===== config.mk =====
export PLATFORM = sky130hd
export DESIGN_NAME = regfile_write_arbiter_flat
export DESIGN_NICKNAME = d
export VERILOG_FILES = /design/src/rtl/regfile_write_arbiter_pkg.sv /design/src/rtl/regfile_write_arbiter_if.sv /design/src/rtl/regfile_write_arbiter_rr_arbiter.sv /design/src/rtl/regfile_write_arbiter.sv /design/src/flat_wrapper.sv
export SDC_FILE = /design/constraint.sdc
export NUM_CORES = 1
export LEC_CHECK = 0
export ABC_AREA = 1
export CAP_MARGIN = 20
export CORE_MARGIN = 1.5
export CORE_UTILIZATION = 55
export CTS_BUF_LIST = sky130_fd_sc_hd__clkbuf_2 sky130_fd_sc_hd__clkbuf_4 sky130_fd_sc_hd__clkbuf_8
export DETAILED_ROUTE_END_ITERATION = 10
export DONT_BUFFER_PORTS = 1
export HOLD_SLACK_MARGIN = 0.03
export PLACE_DENSITY = 0.74
export SETUP_SLACK_MARGIN = 0.1
export SLEW_MARGIN = 0
export SYNTH_ARGS = -nofsm -noshare
export SYNTH_HDL_FRONTEND = slang
export SYNTH_SLANG_ARGS = --single-unit

===== constraint.sdc =====
create_clock -name clk -period 2.4 [get_ports clk]
set_input_delay 0.48 -clock clk [delete_from_list [all_inputs] [get_ports clk]]
set_output_delay 0.48 -clock clk [all_outputs]
set_load 0.02 [all_outputs]

===== src/rtl/regfile_write_arbiter_pkg.sv =====
// ---------------------------------------------------------------------------
// regfile_write_arbiter_pkg
// Shared constants for the register-file write arbiter slice.
// Holds the default sizes, the hardwired-zero register index and the width
// of the grant index carried on grant_id and the round-robin pointer.
// ---------------------------------------------------------------------------
package regfile_write_arbiter_pkg;

    localparam int unsigned NUM_REQ_DEF = 3;
    localparam int unsigned ADDR_W_DEF  = 5;
    localparam int unsigned DATA_W_DEF  = 32;
    localparam int unsigned CNT_W_DEF   = 16;

    // $zero is hardwired; writes to it are swallowed at the handshake.
    localparam int unsigned REG_ZERO    = 0;

    // Wide enough for up to four requesters.
    localparam int unsigned GRANT_W     = 2;

    // Width of the pending-write scoreboard (one bit per architectural register).
    localparam int unsigned PEND_W      = 32;

endpackage


===== src/rtl/regfile_write_arbiter_if.sv =====
// ---------------------------------------------------------------------------
// regfile_write_arbiter_if
// Bundles the requester handshake and the register-file write port.
//   req_valid/req_ready/req_addr/req_data : per-requester write handshake
//   rf_rw/rf_addr/rf_data                 : registered register-file write port
//   grant_id                              : requester currently on rf_*
//   pend_mask                             : registers with writes in flight
//   commit_count                          : wrapping count of driven writes
// Modports: slave = arbiter side, master = requester/register-file side.
// ---------------------------------------------------------------------------
interface regfile_write_arbiter_if
    import regfile_write_arbiter_pkg::*;
#(
    parameter int unsigned NUM_REQ = NUM_REQ_DEF,
    parameter int unsigned ADDR_W  = ADDR_W_DEF,
    parameter int unsigned DATA_W  = DATA_W_DEF,
    parameter int unsigned CNT_W   = CNT_W_DEF
);

    logic [NUM_REQ-1:0]        req_valid;
    logic [NUM_REQ-1:0]        req_ready;
    logic [NUM_REQ*ADDR_W-1:0] req_addr;
    logic [NUM_REQ*DATA_W-1:0] req_data;

    logic                      rf_rw;
    logic [ADDR_W-1:0]         rf_addr;
    logic [DATA_W-1:0]         rf_data;
    logic [GRANT_W-1:0]        grant_id;
    logic [PEND_W-1:0]         pend_mask;
    logic [CNT_W-1:0]          commit_count;

    modport slave (
        input  req_valid, req_addr, req_data,
        output req_ready, rf_rw, rf_addr, rf_data, grant_id, pend_mask, commit_count
    );

    modport master (
        output req_valid, req_addr, req_data,
        input  req_ready, rf_rw, rf_addr, rf_data, grant_id, pend_mask, commit_count
    );

endinterface


===== src/rtl/regfile_write_arbiter_rr_arbiter.sv =====
// ---------------------------------------------------------------------------
// regfile_write_arbiter_rr_arbiter
// Purely combinational round-robin picker.
//   i_req   : request vector (one bit per requester)
//   i_ptr   : index of the last winner; search starts at i_ptr+1 mod NUM_REQ
//   o_gnt   : one-hot grant
//   o_idx   : index of the granted requester
//   o_valid : at least one request present
// ---------------------------------------------------------------------------
module regfile_write_arbiter_rr_arbiter
    import regfile_write_arbiter_pkg::*;
#(
    parameter int unsigned NUM_REQ = NUM_REQ_DEF
) (
    input  logic [NUM_REQ-1:0] i_req,
    input  logic [GRANT_W-1:0] i_ptr,
    output logic [NUM_REQ-1:0] o_gnt,
    output logic [GRANT_W-1:0] o_idx,
    output logic               o_valid
);

    logic [GRANT_W-1:0] w_cand;

    always_comb begin
        o_gnt   = '0;
        o_idx   = '0;
        o_valid = 1'b0;
        w_cand  = '0;
        // Walk NUM_REQ positions after the pointer; the pointer itself is visited last.
        for (int k = 1; k <= int'(NUM_REQ); k++) begin
            w_cand = GRANT_W'((int'(i_ptr) + k) % int'(NUM_REQ));
            if (!o_valid && i_req[w_cand]) begin
                o_valid       = 1'b1;
                o_gnt[w_cand] = 1'b1;
                o_idx         = w_cand;
            end
        end
    end

endmodule


===== src/rtl/regfile_write_arbiter.sv =====
// ---------------------------------------------------------------------------
// regfile_write_arbiter
// Shares the register file's single write port between NUM_REQ write-back
// requesters. Each requester owns a one-entry slot; a round-robin arbiter
// drains one full slot per cycle into a registered write port (rf_*), which
// the register file commits on the following negedge.
//   clk   : system clock, all state updates on posedge
//   rst_n : asynchronous active-low reset
//   bus   : requester handshake, write port, scoreboard and commit counter
// ---------------------------------------------------------------------------
module regfile_write_arbiter
    import regfile_write_arbiter_pkg::*;
#(
    parameter int unsigned NUM_REQ = NUM_REQ_DEF,
    parameter int unsigned ADDR_W  = ADDR_W_DEF,
    parameter int unsigned DATA_W  = DATA_W_DEF,
    parameter int unsigned CNT_W   = CNT_W_DEF
) (
    input  logic                          clk,
    input  logic                          rst_n,
    regfile_write_arbiter_if.slave        bus
);

    logic [NUM_REQ-1:0] r_slot_full;
    logic [ADDR_W-1:0]  r_slot_addr [NUM_REQ];
    logic [DATA_W-1:0]  r_slot_data [NUM_REQ];

    logic               r_rf_rw;
    logic [ADDR_W-1:0]  r_rf_addr;
    logic [DATA_W-1:0]  r_rf_data;
    logic [GRANT_W-1:0] r_grant_id;
    logic [GRANT_W-1:0] r_rr_ptr;
    logic [CNT_W-1:0]   r_commit_count;

    logic [ADDR_W-1:0]  w_req_addr [NUM_REQ];
    logic [DATA_W-1:0]  w_req_data [NUM_REQ];
    logic [NUM_REQ-1:0] w_fill;
    logic [NUM_REQ-1:0] w_gnt;
    logic [GRANT_W-1:0] w_gnt_idx;
    logic               w_gnt_valid;
    logic [PEND_W-1:0]  w_pend;

    // Unpack requester fields; a write to $zero completes the handshake but
    // never occupies the slot.
    always_comb begin
        for (int i = 0; i < int'(NUM_REQ); i++) begin
            w_req_addr[i] = bus.req_addr[i*ADDR_W +: ADDR_W];
            w_req_data[i] = bus.req_data[i*DATA_W +: DATA_W];
            w_fill[i]     = bus.req_valid[i] & ~r_slot_full[i] &
                            (w_req_addr[i] != ADDR_W'(REG_ZERO));
        end
    end

    regfile_write_arbiter_rr_arbiter #(
        .NUM_REQ (NUM_REQ)
    ) u_rr_arbiter (
        .i_req   (r_slot_full),
        .i_ptr   (r_rr_ptr),
        .o_gnt   (w_gnt),
        .o_idx   (w_gnt_idx),
        .o_valid (w_gnt_valid)
    );

    // Slots. Fill and grant never hit the same slot on one edge: fill needs it
    // empty, grant needs it full.
    always_ff @(posedge clk or negedge rst_n) begin
        if (!rst_n) begin
            r_slot_full <= '0;
            for (int i = 0; i < int'(NUM_REQ); i++) begin
                r_slot_addr[i] <= '0;
                r_slot_data[i] <= '0;
            end
        end else begin
            for (int i = 0; i < int'(NUM_REQ); i++) begin
                if (w_gnt[i]) begin
                    r_slot_full[i] <= 1'b0;
                end else if (w_fill[i]) begin
                    r_slot_full[i] <= 1'b1;
                    r_slot_addr[i] <= w_req_addr[i];
                    r_slot_data[i] <= w_req_data[i];
                end
            end
        end
    end

    // Registered write port. The async reset also kills rf_rw mid-cycle so the
    // register file sees no negedge write after reset asserts.
    always_ff @(posedge clk or negedge rst_n) begin
        if (!rst_n) begin
            r_rf_rw        <= 1'b0;
            r_rf_addr      <= '0;
            r_rf_data      <= '0;
            r_grant_id     <= '0;
            r_rr_ptr       <= GRANT_W'(NUM_REQ - 1);
            r_commit_count <= '0;
        end else if (w_gnt_valid) begin
            r_rf_rw        <= 1'b1;
            r_rf_addr      <= r_slot_addr[w_gnt_idx];
            r_rf_data      <= r_slot_data[w_gnt_idx];
            r_grant_id     <= w_gnt_idx;
            r_rr_ptr       <= w_gnt_idx;
            r_commit_count <= r_commit_count + CNT_W'(1);
        end else begin
            r_rf_rw        <= 1'b0;
        end
    end

    // Scoreboard: everything sitting in a slot or on the write port this cycle.
    always_comb begin
        w_pend = '0;
        for (int i = 0; i < int'(NUM_REQ); i++) begin
            if (r_slot_full[i]) begin
                w_pend[r_slot_addr[i]] = 1'b1;
            end
        end
        if (r_rf_rw) begin
            w_pend[r_rf_addr] = 1'b1;
        end
        w_pend[REG_ZERO] = 1'b0;
    end

    assign bus.req_ready    = ~r_slot_full;
    assign bus.rf_rw        = r_rf_rw;
    assign bus.rf_addr      = r_rf_addr;
    assign bus.rf_data      = r_rf_data;
    assign bus.grant_id     = r_grant_id;
    assign bus.pend_mask    = w_pend;
    assign bus.commit_count = r_commit_count;

endmodule

===== src/flat_wrapper.sv =====
// flat-port wrapper written by rule: the top's interface ports become plain ports
module regfile_write_arbiter_flat import regfile_write_arbiter_pkg::*;
#(
    parameter int unsigned NUM_REQ = NUM_REQ_DEF,
    parameter int unsigned ADDR_W  = ADDR_W_DEF,
    parameter int unsigned DATA_W  = DATA_W_DEF,
    parameter int unsigned CNT_W   = CNT_W_DEF
)
  (clk, rst_n, bus_req_valid, bus_req_addr, bus_req_data, bus_req_ready, bus_rf_rw, bus_rf_addr, bus_rf_data, bus_grant_id, bus_pend_mask, bus_commit_count);
  regfile_write_arbiter_if #(.NUM_REQ(NUM_REQ), .ADDR_W(ADDR_W), .DATA_W(DATA_W), .CNT_W(CNT_W)) bus_i ();
  input  logic clk;
  input  logic rst_n;
  input wire logic [$bits(bus_i.req_valid)-1:0] bus_req_valid;
  input wire logic [$bits(bus_i.req_addr)-1:0] bus_req_addr;
  input wire logic [$bits(bus_i.req_data)-1:0] bus_req_data;
  output wire logic [$bits(bus_i.req_ready)-1:0] bus_req_ready;
  output wire logic [$bits(bus_i.rf_rw)-1:0] bus_rf_rw;
  output wire logic [$bits(bus_i.rf_addr)-1:0] bus_rf_addr;
  output wire logic [$bits(bus_i.rf_data)-1:0] bus_rf_data;
  output wire logic [$bits(bus_i.grant_id)-1:0] bus_grant_id;
  output wire logic [$bits(bus_i.pend_mask)-1:0] bus_pend_mask;
  output wire logic [$bits(bus_i.commit_count)-1:0] bus_commit_count;
  assign bus_i.req_valid = bus_req_valid;
  assign bus_i.req_addr = bus_req_addr;
  assign bus_i.req_data = bus_req_data;
  assign bus_req_ready = bus_i.req_ready;
  assign bus_rf_rw = bus_i.rf_rw;
  assign bus_rf_addr = bus_i.rf_addr;
  assign bus_rf_data = bus_i.rf_data;
  assign bus_grant_id = bus_i.grant_id;
  assign bus_pend_mask = bus_i.pend_mask;
  assign bus_commit_count = bus_i.commit_count;
  regfile_write_arbiter #(.NUM_REQ(NUM_REQ), .ADDR_W(ADDR_W), .DATA_W(DATA_W), .CNT_W(CNT_W)) u_core (.clk(clk), .rst_n(rst_n), .bus(bus_i));
endmodule

=== After elaboration in Yosys (flattened, before gate mapping) ===
Index checks and enable logic that the tools add are counted.

* Add/subtract/negate cells: 4
* Divide/modulo/power cells: 3
* Order comparisons: 15
* Multiplexer cells: 46
* Bitwise logic cells: 19
* Reductions and logical operators: 20

{| class="wikitable"
|+ Operators by type and width
! cell !! number
|-
| 32-bit two-way mux || 6
|-
| 32-bit by 3-bit modulo with 32-bit output, second input constant || 3
|-
| 32-bit bitwise OR || 3
|-
| 32-bit binary-select mux with 2-bit select || 1
|-
| 5-bit by 6-bit less-than comparator with 1-bit output, second input constant || 4
|-
| 1-bit demux with 5-bit select || 4
|-
| 5-bit by 1-bit greater-or-equal comparator with 1-bit output, second input constant || 4
|-
| 1-bit two-way mux || 20
|-
| 16-bit by 1-bit adder with 16-bit output, second input constant || 1
|-
| 5-bit nonzero test || 3
|-
| 5-bit binary-select mux with 2-bit select || 1
|-
| 5-bit two-way mux || 2
|-
| 1-bit logical AND || 9
|-
| 2-bit by 3-bit less-than comparator with 1-bit output, second input constant || 3
|-
| 3-bit two-way mux || 3
|-
| 2-bit by 2-bit adder with 3-bit output, second input constant || 2
|-
| 1-bit bitwise AND || 6
|-
| 1-bit binary-select mux with 2-bit select || 3
|-
| 1-bit demux with 2-bit select || 3
|-
| 2-bit by 1-bit greater-or-equal comparator with 1-bit output, second input constant || 3
|-
| 2-bit two-way mux || 3
|-
| 1-bit inverter || 6
|-
| 3-bit bitwise OR || 2
|-
| 2-bit AND reduction || 3
|-
| 6 further kinds || 9
|}

* Flip-flop bits (word level): 172
* Bits of input ports: 116
* Output and inout bits: 91
* Word-level logic and storage cells: 122

=== Logic depth before layout (Yosys ltp) ===
Gate-level depths: netlist (run 1).

* Depth after elaboration: 15
* Gate-level depth with buffers: 16
* Gate-level depth less buffers: 13

=== Modules after synthesis ===
From an unflattened synthesis (run 1), not the netlist that was laid out.

* Cell total of the unflattened synthesis: 1114
* Area, all modules: 8829.7 um^2

{| class="wikitable"
|+ By module, submodules not included
! module !! instances !! cells each !! area each (um^2) !! sequential area each (um^2)
|-
| regfile_write_arbiter || 1 || 1050 || 8500.7 || 4280.4
|-
| regfile_write_arbiter_rr_arbiter || 1 || 64 || 329.1 || 0.0
|}

=== Least setup slack after synthesis (run 1) ===
Ideal clock, no wire load.

* Path kind: register -> register
* Start point: reg u_core.r_rr_ptr[1]
* End point: reg u_core.r_slot_addr[1] (netlist bit)
* Setup time: 121 ps
* Arrival: 1948 ps
* Required time: 2279 ps
* Path slack: 331 ps
* Stages on the path, launching flop included: 14
* Path buffers: 2
* Clock period less this slack: 2069 ps
* Path through: dfstp_2 -> ha_1 -> buf_6 -> inv_2 -> nand2_2 -> nand3_1 -> nand2_4 -> nand3_2 -> nand2_1 -> o21ai_4 -> nand2_2 -> buf_2 -> nand2_1 -> o21ai_1

* Cells in the longest elaborated chain, start to end: 13
* Elaborated cells between the ends (all ways): 40
* Those cells by class: add/sub: 3; div: 3; order compare: 6; mux: 17; bitwise: 3; reduce/logical: 8

{| class="wikitable"
|+ RTL lines
! element !! RTL line !! text
|-
| start: declaration || regfile_write_arbiter.sv:32 || <nowiki>logic [GRANT_W-1:0] r_rr_ptr;</nowiki>
|-
| start signal: assignment || regfile_write_arbiter.sv:94 || <nowiki>r_rr_ptr <= GRANT_W'(NUM_REQ - 1);</nowiki>
|-
| start signal: assignment || regfile_write_arbiter.sv:101 || <nowiki>r_rr_ptr <= w_gnt_idx;</nowiki>
|-
| 2-bit by 1-bit adder with 3-bit output || regfile_write_arbiter_rr_arbiter.sv:31 || <nowiki>w_cand = GRANT_W'((int'(i_ptr) + k) % int'(NUM_REQ));</nowiki>
|-
| 32-bit by 3-bit modulo with 32-bit output || regfile_write_arbiter_rr_arbiter.sv:31 ||
|-
| 2-bit by 3-bit less-than comparator with 1-bit output (not written as such), or another cell as far along || regfile_write_arbiter_rr_arbiter.sv:34 || <nowiki>o_gnt[w_cand] = 1'b1;</nowiki>
|-
| 1-bit logical AND (not written as such) / 1-bit two-way mux (equally long branches) || regfile_write_arbiter_rr_arbiter.sv:34, regfile_write_arbiter_rr_arbiter.sv:32 ||
|-
| 1-bit two-way mux, on equally long branches || regfile_write_arbiter_rr_arbiter.sv:34, regfile_write_arbiter_rr_arbiter.sv:32 ||
|-
| 1-bit demux with 2-bit select / 1-bit logical NOT (equally long branches) || regfile_write_arbiter_rr_arbiter.sv:34, regfile_write_arbiter_rr_arbiter.sv:32 ||
|-
| 3-bit two-way mux / 1-bit logical AND (equally long branches) || regfile_write_arbiter_rr_arbiter.sv:32 || <nowiki>if (!o_valid && i_req[w_cand]) begin</nowiki>
|-
| 3-bit bitwise OR (no line) / 1-bit two-way mux (equally long branches) || n/a ||
|-
| 3-bit two-way mux / 1-bit logical NOT (equally long branches) || regfile_write_arbiter_rr_arbiter.sv:32 ||
|-
| 3-bit bitwise OR (no line) / 1-bit logical AND (equally long branches) || n/a ||
|-
| 3-bit two-way mux (*) || regfile_write_arbiter_rr_arbiter.sv:32 ||
|-
| 1-bit inverter (no line) (*) || n/a ||
|-
| 2-bit AND reduction (no line) (*) || n/a ||
|-
| end signal: indexed assignment || regfile_write_arbiter.sv:79 || <nowiki>r_slot_addr[i] <= w_req_addr[i];</nowiki>
|-
| end: declaration || regfile_write_arbiter.sv:25 || <nowiki>logic [ADDR_W-1:0] r_slot_addr [NUM_REQ];</nowiki>
|}

Mark *: on every way between the ends. The rest lies on a longest branch, timed or not. The select of a mux whose other input is x is not followed.
A chain may end at the register's enable or synchronous reset.

=== Worst setup path in the final report (run 1) ===
* Start point: reg u_core.r_rf_addr[0], in the netlist u_core.bus.rf_addr[0]
* End point: out bus_pend_mask[12]

* Cells in the longest elaborated chain, start to end: 6
* Elaborated cells between the ends (all ways): 7
* Those cells by class: order compare: 2; mux: 3; bitwise: 1; reduce/logical: 1

{| class="wikitable"
|+ RTL lines
! element !! RTL line !! text
|-
| start: declaration || regfile_write_arbiter.sv:29 || <nowiki>logic [ADDR_W-1:0] r_rf_addr;</nowiki>
|-
| start signal: assignment || regfile_write_arbiter.sv:98 || <nowiki>r_rf_addr <= r_slot_addr[w_gnt_idx];</nowiki>
|-
| 5-bit by 6-bit less-than comparator with 1-bit output (not written as such) / 5-bit by 1-bit greater-or-equal comparator with 1-bit output (equally long branches) || regfile_write_arbiter.sv:117 || <nowiki>w_pend[r_rf_addr] = 1'b1;</nowiki>
|-
| 1-bit logical AND (not written as such) || regfile_write_arbiter.sv:117 ||
|-
| 1-bit two-way mux (not written as such) || regfile_write_arbiter.sv:117 ||
|-
| 1-bit demux with 5-bit select (*) || n/a ||
|-
| 32-bit bitwise OR (no line) (*) || n/a ||
|-
| 32-bit two-way mux (*) || regfile_write_arbiter.sv:116 || <nowiki>if (r_rf_rw) begin</nowiki>
|-
| end: declaration || flat_wrapper.sv:21 || <nowiki>output wire logic [$bits(bus_i.pend_mask)-1:0] bus_pend_mask;</nowiki>
|}

Mark *: on every way between the ends. The rest lies on a longest branch, timed or not.

==> results of run 1 <==
layout make-up:
type / instances / area share, %
Tap cell: 220 / 2.555
Multi-Input combinational cell: 774 / 40.45
Timing Repair Buffer: 77 / 8.176
Clock buffer: 22 / 2.694
Inverter: 161 / 5.609
Sequential cell: 171 / 39.93
Clock inverter: 8 / 0.5923
worst max-delay path by stage:
stage | slack, ns | startpoint | depth (start not counted) | to
5_1_grt | 0.03 | u_core.r_slot_addr[10] | 5 | bus_pend_mask[15]
3_5_place_dp | 0.12 | u_core.r_rr_ptr[1] | 11 | u_core.bus.rf_data[22]
3_3_place_gp | 0.15 | u_core.r_rr_ptr[0] | 12 | u_core.bus.rf_addr[1]
2_1_floorplan | 0.33 | u_core.r_rr_ptr[1] | 13 | u_core.r_slot_addr[1]
4_1_cts | 0.06 | u_core.r_slot_addr[11] | 5 | bus_pend_mask[13]
6_report | 0.10 | u_core.bus.rf_addr[0] | 4 | bus_pend_mask[12]
stage by stage:
step	hold slack, ns	utilization (%)	cells
after global placement	0.1888	58.39	1374
after global routing	-0.3424	65.43	1433
after CTS	-0.3372	62.07	1406
after detailed placement	0.1885	58.39	1374
after floorplan	0.1844	-	1171
final	-0.3075	65.43	1433
layer usage:
| layer | global-route usage (%) | part of all wire [%] |
|---|---|---|
| met1 | 39.05 | 42 |
| met2 | 43.60 | 46 |
| met3 | 8.966 | 9.9 |
| met4 | 11.17 | 2.1 |
| met5 | 0 | 0 |
worst reg2reg max path, delay by kind of cell, from the launching register on:
| kind | cells | cell delay [ns] |
|---|---|---|
| buf+inv | 5 | 0.68 |
| flops | 1 | 0.57 |
| simple gates | 6 | 0.54 |
| fa+ha+maj | 1 | 0.20 |
| compound gates | 2 | 0.15 |
cell families after synthesis:
kind of cell             Yosys count  synth area share (%)
buffers and inverters            227                 11.03
other                              1               0.04068
adder cells (fa/ha/maj)            5                0.6786
AND/OR/NAND/NOR                  561                 27.21
flip-flops                       171                 46.43
AO/OA/AOI/OAI                    192                 13.27
XOR/XNOR                          14                 1.330
cell usage in the layout (no fill, tap or decap), types with 9 or more instances in the layout:
cell type / Yosys / layout
a21oi_2: 9 / 9
buf_4: 12 / 51
o22a_1: 20 / 20
o21ai_0: 14 / 14
nand3_2: 10 / 26
nand2_1: 263 / 261
nand4_1: 9 / 9
buf_12: 0 / 14
nand3_1: 193 / 168
xor2_1: 13 / 13
a21oi_1: 39 / 39
inv_2: 5 / 24
inv_1: 155 / 136
o221ai_2: 0 / 14
nand3_4: 1 / 10
nor3_1: 19 / 11
dfrtp_1: 170 / 153
o21ai_1: 71 / 71
o221ai_1: 31 / 15
nor2_1: 55 / 53
dfrtp_2: 0 / 17
clkbuf_8: 0 / 20
flip-flops by register name, summed over array words and instances (netlist names):
register / cells
u_core.bus.grant_id: 1
u_core.bus.rf_data: 32
u_core.r_rr_ptr: 2
u_core.bus.rf_rw: 1
u_core.bus.commit_count: 16
u_core.r_slot_data: 96
u_core.r_slot_addr: 15
u_core.bus.rf_addr: 5
u_core.r_slot_full: 3
repair_timing:
action	CTS	global route
cloned	0	8
pin swaps	0	8
setup buffers	2	19
endpoints found under the hold margin	171	171
resized for setup	52	66
setup endpoints to repair	31	183
==> qor.yml, run 1 <==
crit_buf_inv: 1
nets: 1323
crit_path_max_fanout: 7
layout_worst_path_cycle_share_pct: 95.66
vias: 8330
diodes: 0
drtIter0Drc: 719
initial_core_util_pct: 55.99
synthFlopType: "dfrtp_1"
crit_chain: "inv_1 -> nand3_2 -> o22a_1 -> o221ai_2"
syn_avg_cell_area_um2: 7.873
die_x_um: 132.5
n_fill_cell: 1421
cp_slowest_stage_delay_ns: 0.50
path_class: "reg -> out"
cp.required_ns: 1.92
synth.most_common_cell: "nand2_1"
routedWlPerCell_um: 18.55
r2r_setup_slack_ns: 0.21
numCtsBuffers: 17
drt.antenna.violating_nets: 0
stdcell_area_um2: 10770
rsz0062_at_grt: "true"
place_area_um2: 9614
die_area_um2: 17550
coreArea_um2: 16470
critPathCaptureType: "output pin"
netlist_top_cells_area: "dfrtp_1, nand2_1, nand3_1"
clockRootBuffer: "clkbuf_8"
fmax_ghz: 0.4356
dp_slack_ns: 0.1208
gp_congestion: 0.9380
maxCapViolations: 0
htreeDepth: 4
clockBufferDepth: 2
crit_arrival_ns: 1.82
grt_pass1_wl_um: 39950
synthToLayoutAreaGrowth_pct: 16.87
syn-cell-area_um2: 9219
synth-warning-count: 0
placementRows: 47
synth.ff_latch_count: 171
layout_setup_ws_ns: 0.1042
cts.sinks: 171
grt.total_usage_pct: 28.83
cp-start-kind: "flip-flop"
hold_violations: 171
setup_tns_ns: 0
synth_cells: 1171
synthTopCellsByCount: "nand2_1, nand3_1, dfrtp_1"
maxSlewViolCount: 0
rr_worst_depth: 14
setup_viol: 0
synthDistinctLibCells: 40
critical-path-top-delay-family: "flip-flops"
synth_enable_flop_cells: 0
violations: "hold timing"
grt.overflow.total: 0
synthArstFlopShare_pct: 100.0
holdWs_ns: -0.3075
antenna_found_initial: 0
status: "finished with violations"
yosys.area.top_type: "dfrtp_1"
min_period_ns: 2.296
syn-num-nets: 1292
wirelength_um: 26580
drc: 0
min_path_type: "in -> async"
via_per_inst: 5.813
io_pins: 207
cts_tree: "built"
ys_seq_area_share_pct: 46.43
dp_hpwl_um: 17120
grt_max_degree: 172
drt_pass1_iterations: 6
clk_pin_slew_ns: 0.09
fp.dieH_um: 132.5
multi_input_area_um2: 4358
r2r-start: "u_core.r_rr_ptr[1]"
cpMaxStageDelayCell: "dfrtp_2"
skew_ns: 0.01645
clock_latency_ns: 0.48
grt_pass1_vias: 7562
rr_endpoint: "u_core.r_slot_data[90]"
seq_area_um2: 4302
port_buffers: 0
drive_gt1_share_pct: 19.54
synth_top_cell_area_share_pct: 46.15
Power of run 1 is not shown: default switching activity piles up to over one toggle a cycle in this logic, so the estimate is an artifact.
==> inputs of run 2 (changes only) <==
- GPL_ROUTABILITY_DRIVEN: default -> 0
==> run 2 against run 1 <==
Effect of this change:
- design area shrank 1.8%
- hold slack gained 0.0062 ns
- clock-buffer cell count shrank 2
- the run still ends with hold timing left
- largest cell class unchanged
- highest routed layer unchanged
- critical path type unchanged
==> qor.yml, run 2 (synthesis gave the netlist of run 1 again) <==
crit_path_max_fanout: 8
crit_chain: "inv_1 -> nand3_4 -> o221ai_1 -> buf_4"
final_cell_mix: "nand2_1, nand3_1, dfrtp_1"
cts_tree: "built"
layout_commonest_cell: "nand2_1"
holdWs_ns: -0.3013
nets: 1308
crit_buf_inv: 2
clock_latency_ns: 0.46
largest_reg_flops: 96
setup_viol: 0
wirelength_um: 25620
placementRows: 47
wl_met3_um: 2356
initial_core_util_pct: 55.99
antenna_found_initial: 0
cts.sinks: 171
grt_pass1_vias: 7639
grt.total_usage_pct: 28.18
die_area_um2: 17550
met1Wirelength_um: 10730
cp.required_ns: 1.92
maxSlewViolCount: 0
drtIter0Drc: 628
wl_met2_um: 12040
final_cells: 1420
stdcell_area_um2: 10580
regMostFlops: "u_core.r_slot_data"
dp_hpwl_um: 16500
violations: "hold timing"
die_x_um: 132.5
maxCapViolations: 0
setup_tns_ns: 0
cp-start-kind: "flip-flop"
numCtsBuffers: 17
fp.dieH_um: 132.5
drt_pass1_iterations: 5
placed_cells: 1367
rsz0062_at_grt: "true"
clk_pin_slew_ns: 0.09
clockBufferDepth: 2
htreeDepth: 4
drt.antenna.violating_nets: 0
min_path_type: "in -> async"
coreArea_um2: 16470
grt_max_degree: 172
grt_pass1_wl_um: 39430
min_period_ns: 2.318
grt.overflow.total: 0
clockRootBuffer: "clkbuf_8"
port_buffers: 0
cp_slowest_stage_delay_ns: 0.50
critical-path-top-delay-family: "flip-flops"
via_per_inst: 5.798
top_layer: "met4"
vias: 8233
cpMaxStageDelayCell: "dfrtp_2"
io_pins: 207
critPathCaptureType: "output pin"
path_class: "reg -> out"
layout_worst_path_cycle_share_pct: 96.60
place_area_um2: 9537
fmax_ghz: 0.4313
drive_gt1_share_pct: 19.25
hold_violations: 170
drc: 0
crit_arrival_ns: 1.84
routedWlPerCell_um: 18.05
status: "finished with violations"
synthToLayoutAreaGrowth_pct: 14.75
skew_ns: 0.01245
diodes: 0
==> run 2: layout make-up <==
type	count	area [um^2]
inverters	161	616.8
multi-input cells	773	4347
fillers	1428	5887
clock inverters	12	115.1
well taps	220	275.3
repair buffers	63	655.6
clock buffers	20	262.8
flip-flops and latches	171	4307
==> run 2: through the flow <==
step	util, %	worst slack, ns
after floorplan	-	0.3310
after global placement	57.92	0.1501
after detailed placement	57.92	0.1152
after CTS	61.65	0.09012
after global routing	64.25	-0.02574
final	64.25	0.08160
==> run 2: final timing paths <==
| check | startpoint | to | depth (start not counted) | slack, ns |
|---|---|---|---|---|
| worst max-delay path | u_core.bus.rf_addr[1] | bus_pend_mask[1] | 4 | 0.08 |
| worst min-delay path | rst_n | u_core.r_slot_data[73] | 0 | -0.30 |
| worst max register to register | u_core.r_rr_ptr[1] | u_core.r_slot_data[89] | 12 | 0.16 |
| worst min register to register | u_core.r_slot_data[31] | u_core.r_slot_data[31] | 2 | 0.48 |
| max in group asynchronous | rst_n | u_core.r_rr_ptr[1] | 0 | 2.32 |
| min in group clk | bus_req_data[52] | u_core.r_slot_data[52] | 2 | 0.14 |
==> run 2: repair_timing <==
item                                   in CTS  in global routing
endpoints found under the hold margin     171                171
cloned                                      0                  4
resized for setup                          49                 73
pin swaps                                   0                  8
setup endpoints to repair                  32                177
buffers inserted                            1                 16
==> run 2: per-layer routing <==
metal	global-route usage, %	up-vias
met4	10.87	0
met2	44.12	392
met3	7.318	50
li1	-	3896
met1	37.84	3895
met5	0	-
Power of run 2 is left out for the same reason.
==> inputs of run 3 (changes only) <==
- SETUP_SLACK_MARGIN: 0.1 -> default
==> run 3 against run 2 <==
Effect of this change:
- fmax decreased by 2.9%
- critical endpoint is now bus_pend_mask[11]
- core utilization decreased by 2.1 points
- design area fell by 3.3%
- sequential share of layout area rose by 1.3 points
- global-route usage down 0.34 points
- the run still ends with hold timing left
==> qor.yml, run 3 (synthesis gave the netlist of run 1 again) <==
maxSlewViolCount: 0
maxCapViolations: 0
nets: 1294
setup_viol: 0
r2r-start: "u_core.r_rr_ptr[1]"
cp-start-kind: "flip-flop"
min_path_type: "in -> async"
holdWs_ns: -0.3007
status: "finished with violations"
cp.required_ns: 1.92
critPathCaptureType: "output pin"
grt_pass1_wl_um: 38970
path_class: "reg -> out"
htreeDepth: 4
min_period_ns: 2.388
vias: 8099
relSlewSlack_pct: 63.82
die_area_um2: 17550
clk_pin_slew_ns: 0.09
clockBufferDepth: 2
die_x_um: 132.5
drtIter0Drc: 677
via_per_inst: 5.760
dp_hpwl_um: 16500
final_cell_mix: "nand2_1, nand3_1, dfrtp_1"
rsz0062_at_grt: "true"
largest_reg_flops: 96
numCtsBuffers: 17
crit_path_max_fanout: 8
regMostFlops: "u_core.r_slot_data"
layout_commonest_cell: "nand2_1"
rr_endpoint: "u_core.r_slot_addr[14]"
n_fill_cell: 1484
worst_slew_pin_slew_ns: 0.5526
routedWlPerCell_um: 17.57
drive_gt1_share_pct: 14.42
antenna_found_initial: 0
cts_tree: "built"
r2r_setup_slack_ns: 0.14
port_buffers: 0
dp_slack_ns: 0.1152
layout_setup_ws_ns: 0.01245
cts.sinks: 171
hold_violations: 170
drt_pass1_iterations: 5
grt_max_degree: 172
post-route-util_pct: 62.11
drt.antenna.violating_nets: 0
fp.dieH_um: 132.5
multi_input_area_um2: 4167
crit_chain: "nand3_1 -> o221ai_1"
clockRootBuffer: "clkbuf_8"
fmax_ghz: 0.4188
coreArea_um2: 16470
placementRows: 47
diodes: 0
synthToLayoutAreaGrowth_pct: 10.94
io_pins: 207
critical-path-top-delay-family: "compound AO/OA/AOI/OAI gates"
seq_area_um2: 4293
clock_latency_ns: 0.46
rr_worst_depth: 12
cp_slowest_stage_delay_ns: 0.61
wirelength_um: 24700
skew_ns: 0.01221
violations: "hold timing"
grt.overflow.total: 0
setup_tns_ns: 0
crit_buf_inv: 0
grt.total_usage_pct: 27.84
layout_worst_path_cycle_share_pct: 99.48
crit_arrival_ns: 1.91
drc: 0
grt_pass1_vias: 7550
initial_core_util_pct: 55.99
cpMaxStageDelayCell: "o221ai_1"
-- run 3: cell count changes in the layout (fill, tap and decap cells not counted), moves of 2 or more --
cell        before  now
inv_1          132  154
inv_2           24    6
dfrtp_1        149  160
dfrtp_2         21   10
nand3_1        167  178
nand3_4         11    1
buf_4           45   38
buf_6            6    0
nor3_2           4    7
nor3_4           3    0
clkinvlp_4       4    2
inv_4            2    0
-- run 3: what timing repair did --
item                                    CTS  global route
endpoints found under the setup margin   25           114
gates cloned                              0             1
pin swaps                                 0             2
resized for setup                        10            43
buffers inserted                          0             6
hold endpoints to repair                171           171
-- run 3: worst max-delay path by stage --
stage,from,end,cells past startpoint
6_report,u_core.r_slot_full[1],bus_pend_mask[11],2
5_1_grt,u_core.bus.rf_addr[1],bus_pend_mask[1],4
4_1_cts,u_core.r_slot_full[2],bus_pend_mask[17],2
3_5_place_dp,u_core.r_rr_ptr[1],u_core.bus.rf_data[7],11
3_3_place_gp,u_core.r_rr_ptr[1],u_core.bus.rf_data[24],11
2_1_floorplan,u_core.r_rr_ptr[1],u_core.r_slot_addr[1],13
-- run 3: worst reg2reg max path, cell delays in order (launching register included) --
cell and delay (ns):
dfstp_2 0.58, inv_1 0.08, ha_2 0.22, inv_1 0.10, nand3_1 0.13, nand2_4 0.15
nand4_1 0.11, o211ai_1 0.23, nor2_4 0.10, buf_4 0.15, buf_4 0.16, nand2_1 0.07
o21ai_0 0.07
-- run 3: metal layers --
metal	vias up	global-route usage, %	wire length [um]	part of all wire (%)
li1	3858	-	-	-
met1	3836	37.71	10600	43
met2	354	43.31	11400	46
met3	51	7.586	2204	8.9
met4	0	9.951	499	2.0
met5	-	0	0	0
-- run 3: per-stage QoR --
stage,instance area (um^2),std cells
floorplan,9219,1171
global placement,9537,1367
detailed placement,9537,1367
CTS,9966,1399
global route,10230,1406
finish,10230,1406
-- run 3: area by class of cell --
| cell class | instances | share of cell area, % |
|---|---|---|
| Sequential cell | 171 | 41.97 |
| Multi-Input combinational cell | 773 | 40.74 |
| Inverter | 161 | 5.909 |
| Timing Repair Buffer | 49 | 4.991 |
| Tap cell | 220 | 2.691 |
| Clock buffer | 20 | 2.569 |
| Clock inverter | 12 | 1.126 |
Power of run 3 is left out for the same reason.
